**config.mk**
```make
export PLATFORM = sky130hd
export DESIGN_NAME = operand_fetch
export DESIGN_NICKNAME = d
export VERILOG_FILES = /design/src/rtl/datapath_pkg.sv /design/src/rtl/regfile.sv /design/src/rtl/operand_fetch.sv
export SDC_FILE = /design/constraint.sdc
export NUM_CORES = 1
export LEC_CHECK = 0
export BUFFER_PORTS_ARGS = -buffer_cell sky130_fd_sc_hd__buf_2
export CORE_UTILIZATION = 60
export CTS_CLUSTER_DIAMETER = 60
export DETAILED_ROUTE_END_ITERATION = 16
export PLACE_DENSITY = 0.8
export SLEW_MARGIN = 20
export SYNTH_ARGS = -nofsm -noshare
export SYNTH_HDL_FRONTEND = slang
export SYNTH_SLANG_ARGS = --single-unit
```
**constraint.sdc**
```tcl
create_clock -name clk -period 3.1 [get_ports clk]
set_clock_uncertainty 0.1 [all_clocks]
set_input_delay 0.155 -clock clk [delete_from_list [all_inputs] [get_ports clk]]
set_output_delay 0.155 -clock clk [all_outputs]
set_load 0.01 [all_outputs]
```
**src/rtl/datapath_pkg.sv**
```systemverilog
// Shared datapath definitions: widths, fetch FSM states, B-operand shifter.
package datapath_pkg;

  localparam int DATA_W    = 16;
  localparam int NREG      = 8;
  localparam int REG_IDX_W = $clog2(NREG);

  typedef enum logic [1:0] {
    IDLE   = 2'd0,
    READ_A = 2'd1,
    READ_B = 2'd2,
    HOLD   = 2'd3
  } fetch_state_t;

  localparam logic [1:0] SH_NONE = 2'b00;
  localparam logic [1:0] SH_LSL  = 2'b01;
  localparam logic [1:0] SH_LSR  = 2'b10;
  localparam logic [1:0] SH_ASR  = 2'b11;

  // Single-bit shifter on the B operand; shifted-out bits are dropped, no flags.
  function automatic logic [DATA_W-1:0] shift_b(input logic [DATA_W-1:0] v,
                                                input logic [1:0]        sh);
    logic [DATA_W-1:0] r;
    r = v;
    case (sh)
      SH_LSL:  r = {v[DATA_W-2:0], 1'b0};
      SH_LSR:  r = {1'b0, v[DATA_W-1:1]};
      SH_ASR:  r = {v[DATA_W-1], v[DATA_W-1:1]};
      default: r = v;
    endcase
    return r;
  endfunction

endpackage

```
**src/rtl/regfile.sv**
```systemverilog
// NREG x DATA_W register file: one synchronous write port, one combinational read port.
module regfile #(
  parameter int DATA_W = 16,
  parameter int NREG   = 8,
  parameter int IDX_W  = $clog2(NREG)
) (
  input  logic              clk,
  input  logic              rst_n,
  input  logic              wr_en,
  input  logic [IDX_W-1:0]  wr_num,
  input  logic [DATA_W-1:0] wr_data,
  input  logic [IDX_W-1:0]  rd_num,
  output logic [DATA_W-1:0] rd_data
);

  logic [DATA_W-1:0] regs [NREG];

  // Register storage: cleared on reset, written on any enabled edge.
  always_ff @(posedge clk or negedge rst_n) begin
    if (!rst_n) begin
      for (int i = 0; i < NREG; i++) regs[i] <= '0;
    end else if (wr_en) begin
      regs[wr_num] <= wr_data;
    end
  end

  assign rd_data = regs[rd_num];

endmodule

```
**src/rtl/operand_fetch.sv**
```systemverilog
// Operand-fetch stage: sequenced A/B register reads with write bypass,
// B-operand shift/immediate select, and a valid/ready hold toward the ALU.
//
//  state  | meaning
//  IDLE   | waiting for start; command fields latched when start=1
//  READ_A | A_reg captures R[rn] (bypassing a same-cycle write)
//  READ_B | B_reg captures imm or shifted R[rm] (bypass applied pre-shift)
//  HOLD   | operands presented with out_valid until out_ready
module operand_fetch #(
  parameter int DATA_W = 16,
  parameter int NREG   = 8
) (
  input  logic                     clk,
  input  logic                     rst_n,
  input  logic                     start,
  output logic                     busy,
  input  logic [$clog2(NREG)-1:0]  rn,
  input  logic [$clog2(NREG)-1:0]  rm,
  input  logic [1:0]               shift,
  input  logic                     asel,
  input  logic                     bsel,
  input  logic [DATA_W-1:0]        sximm5,
  input  logic                     wr_en,
  input  logic [$clog2(NREG)-1:0]  wr_num,
  input  logic [DATA_W-1:0]        wr_data,
  output logic [DATA_W-1:0]        ain,
  output logic [DATA_W-1:0]        bin,
  output logic                     out_valid,
  input  logic                     out_ready
);

  import datapath_pkg::*;

  localparam int IDX_W = $clog2(NREG);

  fetch_state_t state_q, state_d;

  logic [IDX_W-1:0]  rn_q, rm_q;
  logic [1:0]        shift_q;
  logic              asel_q, bsel_q;
  logic [DATA_W-1:0] imm_q;
  logic [DATA_W-1:0] a_q, b_q;

  logic              cmd_ld, a_ld, b_ld;
  logic [IDX_W-1:0]  rd_num;
  logic [DATA_W-1:0] rf_rdata, rd_val;

  regfile #(
    .DATA_W (DATA_W),
    .NREG   (NREG),
    .IDX_W  (IDX_W)
  ) u_regfile (
    .clk     (clk),
    .rst_n   (rst_n),
    .wr_en   (wr_en),
    .wr_num  (wr_num),
    .wr_data (wr_data),
    .rd_num  (rd_num),
    .rd_data (rf_rdata)
  );

  // The single read port serves rn in READ_A and rm in READ_B.
  assign rd_num = (state_q == READ_B) ? rm_q : rn_q;
  // A write landing on the register being read this cycle wins over the stale copy.
  assign rd_val = (wr_en && (wr_num == rd_num)) ? wr_data : rf_rdata;

  // State register.
  always_ff @(posedge clk or negedge rst_n) begin
    if (!rst_n) state_q <= IDLE;
    else        state_q <= state_d;
  end

  // Next-state and control decode.
  always_comb begin
    state_d   = state_q;
    busy      = 1'b1;
    out_valid = 1'b0;
    cmd_ld    = 1'b0;
    a_ld      = 1'b0;
    b_ld      = 1'b0;
    case (state_q)
      IDLE: begin
        busy = 1'b0;
        if (start) begin
          cmd_ld  = 1'b1;
          state_d = READ_A;
        end
      end
      READ_A: begin
        a_ld    = 1'b1;
        state_d = READ_B;
      end
      READ_B: begin
        b_ld    = 1'b1;
        state_d = HOLD;
      end
      HOLD: begin
        out_valid = 1'b1;
        if (out_ready) state_d = IDLE;
      end
      default: state_d = IDLE;
    endcase
  end

  // Command latch and operand snapshots; held untouched through HOLD.
  always_ff @(posedge clk or negedge rst_n) begin
    if (!rst_n) begin
      rn_q    <= '0;
      rm_q    <= '0;
      shift_q <= SH_NONE;
      asel_q  <= 1'b0;
      bsel_q  <= 1'b0;
      imm_q   <= '0;
      a_q     <= '0;
      b_q     <= '0;
    end else begin
      if (cmd_ld) begin
        rn_q    <= rn;
        rm_q    <= rm;
        shift_q <= shift;
        asel_q  <= asel;
        bsel_q  <= bsel;
        imm_q   <= sximm5;
      end
      if (a_ld) a_q <= rd_val;
      if (b_ld) b_q <= bsel_q ? imm_q : shift_b(rd_val, shift_q);
    end
  end

  assign ain = asel_q ? '0 : a_q;
  assign bin = b_q;

endmodule
```
==> metrics.txt <==
outcome finished, final reports clean; CP startpoint kind flip-flop; Hold Path Sink u_regfile.regs[119]$_DFFE_PN0P_; Post-Route Setup TNS 0 ns; vias 8805; Leakage 5.004 nW; Worst-Margin Slew 0.9085 ns; R2R Setup Slk 0.12 ns; CP cell instances inv_1 > ha_4 > mux2_2 > buf_4 > nor2_1 > a21oi_1 > o31ai_1 > a31oi_2 > a32oi_1 > a21oi_1; hold_sp wr_data[7]; die width 131.4 um; Critical Path RT 3.31 ns; wire length per cell 22.01 um; Place WS 0.1082 ns; CTS tree yes; vias in the first global route 8780; Starting Density 62.37%; Avg Cell Area, Syn 10.08 um^2; Synth Register Bits 188; layout cells sized above 1 28.01%; I/O pin count 84; Worst Hold Class input pin to flip-flop; Worst Setup End Kind flip-flop; reg2reg end bin[0]$_DFFE_PN0P_; DRC errors left 0; register area share after synthesis 46.81%; CTS Sinks 188; Overall Power 12.92 mW; Worst Hold Slack 0.02034 ns; initial antenna violation count 0; placed instance area 0.01084 mm^2; share of the clock period used by the worst path 96.01%; Slew Limit Fails 0; port bufs 83; CP startpoint state_q[0]$_DFFE_PN0P_; most numerous cell on the critical path a21oi_1; Total GRT Usage 34.63%; Synth warnings 0; post-CTS setup buffers 0; placed insts 1257; clk root buf clkbuf_16; Die Span Y 131.4 um; max_cap viols 0; Antenna diodes 0; Worst R2R Start state_q[0]$_DFFE_PN0P_; Top FF cell, synth dfrtp_1; DR iter-0 viols 867; synthesized area 0.01005 mm^2; core area 0.01612 mm^2; die area 0.01727 mm^2; Final HPWL DP 18650 um; final instance area 0.01182 mm^2; clk_lat worst skew 0.43 ns; Post-Layout Cell Count 1319; antenna viol nets, final 0; Finished Core Util 73.34%; Peak VDD IR 0.7389 mV; GP Congestion 0.8959; number of buffers created by CTS 17; Max Freq 336.0 MHz; Reg2Reg Depth 10; Post-Route WL 29030 um; global-route wire length before repair 46870 um; Slowest-stage cell, CP mux2_2; number of distinct library cells after synthesis 56; Synth Net Count 1052; Pre-antenna DRT Iters 5; Final setup viols 0; number of core rows 46; CP max stage delay 0.46 ns; fin crit period 2.976 ns; final worst setup slack 0.1236 ns; Mapped Cells 997; worst-case clock buffer depth 2; htree depth 4; CP arrival 3.19 ns; Power Density 1093 mW/mm^2; total grt overflow 0; EDFF count, synth 0; P&R area growth vs syn 17.59%; Via density 6.676; asr flop ratio synth 100.0%; Worst-path clk slew 0.07 ns; worst hold stages 2; crit-path max FO 18; max_slew headroom 39.11%; final hold viol count 0; kind of critical path flip-flop to flip-flop; pin count of the biggest net entering global routing 78; fill count 1111; final net count 1145
==> worst max-delay path: cells and delay by family, from the launching register on <==
kind | cells | cell delay [ns]
flops | 1 | 0.40
buf+inv | 2 | 0.43
compound gates | 5 | 1.02
mux | 1 | 0.46
fa+ha+maj | 1 | 0.33
simple gates | 1 | 0.11
==> sequential cells by signal (all words and copies together), names as in the netlist <==
register and cells:
imm_q 16, asel_q 1, a_q 16, u_regfile.regs 128
state_q 2, bsel_q 1, rm_q 3, bin 16
shift_q 2, rn_q 3
==> per-layer routing <==
metal	GRT usage (%)	share of wire (%)
met1	44.24	40
met5	0	0
met4	16.41	4.0
met3	7.253	7.3
met2	56.32	49
==> power breakdown <==
| group | total, mW | internal, mW | switching (mW) |
|---|---|---|---|
| Sequential | 3.78 | 3.22 | 0.568 |
| Clock | 2.42 | 1.45 | 0.965 |
| Combinational | 6.72 | 2.79 | 3.93 |
| Total | 12.9 | 7.46 | 5.46 |
==> how the worst max path moves through the flow <==
stage                               end  slack [ns]
global route        bin[15]$_DFFE_PN0P_      -0.007
CTS                  a_q[3]$_DFFE_PN0N_         0.1
global placement     a_q[3]$_DFFE_PN0N_        0.24
floorplan            a_q[3]$_DFFE_PN0N_        0.42
detailed placement   a_q[3]$_DFFE_PN0N_        0.11
finish               bin[0]$_DFFE_PN0P_        0.12
==> cells in the final DEF (no fill, tap or decap), types with 23 or more instances in the layout <==
master,count
nor2_1,84
dlygate4sd3_1,30
o22ai_1,27
o21ai_0,88
mux2_2,135
buf_4,41
a21oi_1,34
nand2_1,76
dfrtp_1,188
nor3_1,23
buf_2,82
o211ai_1,51
==> synth_stat cells (all sizes together), types with 3 or more instances <==
cell type    n  area (um^2)
a21oi       34        170.2
a221o        8        80.08
a22o         8        70.07
a22oi        8        60.06
a311oi       5        43.79
a31oi       10        62.56
a32oi        6        52.55
buf         24        110.1
clkbuf      60        225.2
dfrtp      188         4705
ha           5        62.56
inv         19        71.32
mux2       136         1531
mux2i       16        176.4
nand2       76        285.3
nand2b      15        93.84
nand3        4        20.02
nand4b       3        26.28
nor2        84        315.3
nor2b       16        100.1
nor3        25        125.1
o211ai      51        382.9
o21ai       88        440.4
o21bai      20        150.1
o221ai      13        113.9
o22ai       27        168.9
o31a        11        96.34
o31ai        4        30.03
xnor2        3        26.28
==> cell type report <==
type                       count  area [um^2]  area share [%]
clock buffer                  18        439.2           3.716
clock inverter                14        216.5           1.831
inverter                      21        78.83          0.6670
multi-input combinational    704         4990           42.22
sequential                   188         4705           39.81
tap                          216        270.3           2.287
timing repair buffer         158         1120           9.475
==> cells by family (layout without fill, tap and decap cells) <==
logic type / Yosys count / in the layout / share of synthesized area [%]
flip-flops: 188 / 188 / 46.81
adder cells (fa/ha/maj): 5 / 5 / 0.6224
XOR/XNOR: 3 / 3 / 0.2615
buffers and inverters: 105 / 211 / 4.121
AND/OR/NAND/NOR: 235 / 235 / 10.66
AO/OA/AOI/OAI: 309 / 309 / 20.54
multiplexers: 152 / 152 / 16.99
==> what timing repair did <==
item | 4_1_cts | 5_1_grt
gates resized for setup | 0 | 4
endpoints found under the hold margin | 112 | 0
hold buffers | 30 | 0
endpoints found under the setup margin | 0 | 10
(Power assumes the default switching activity.)
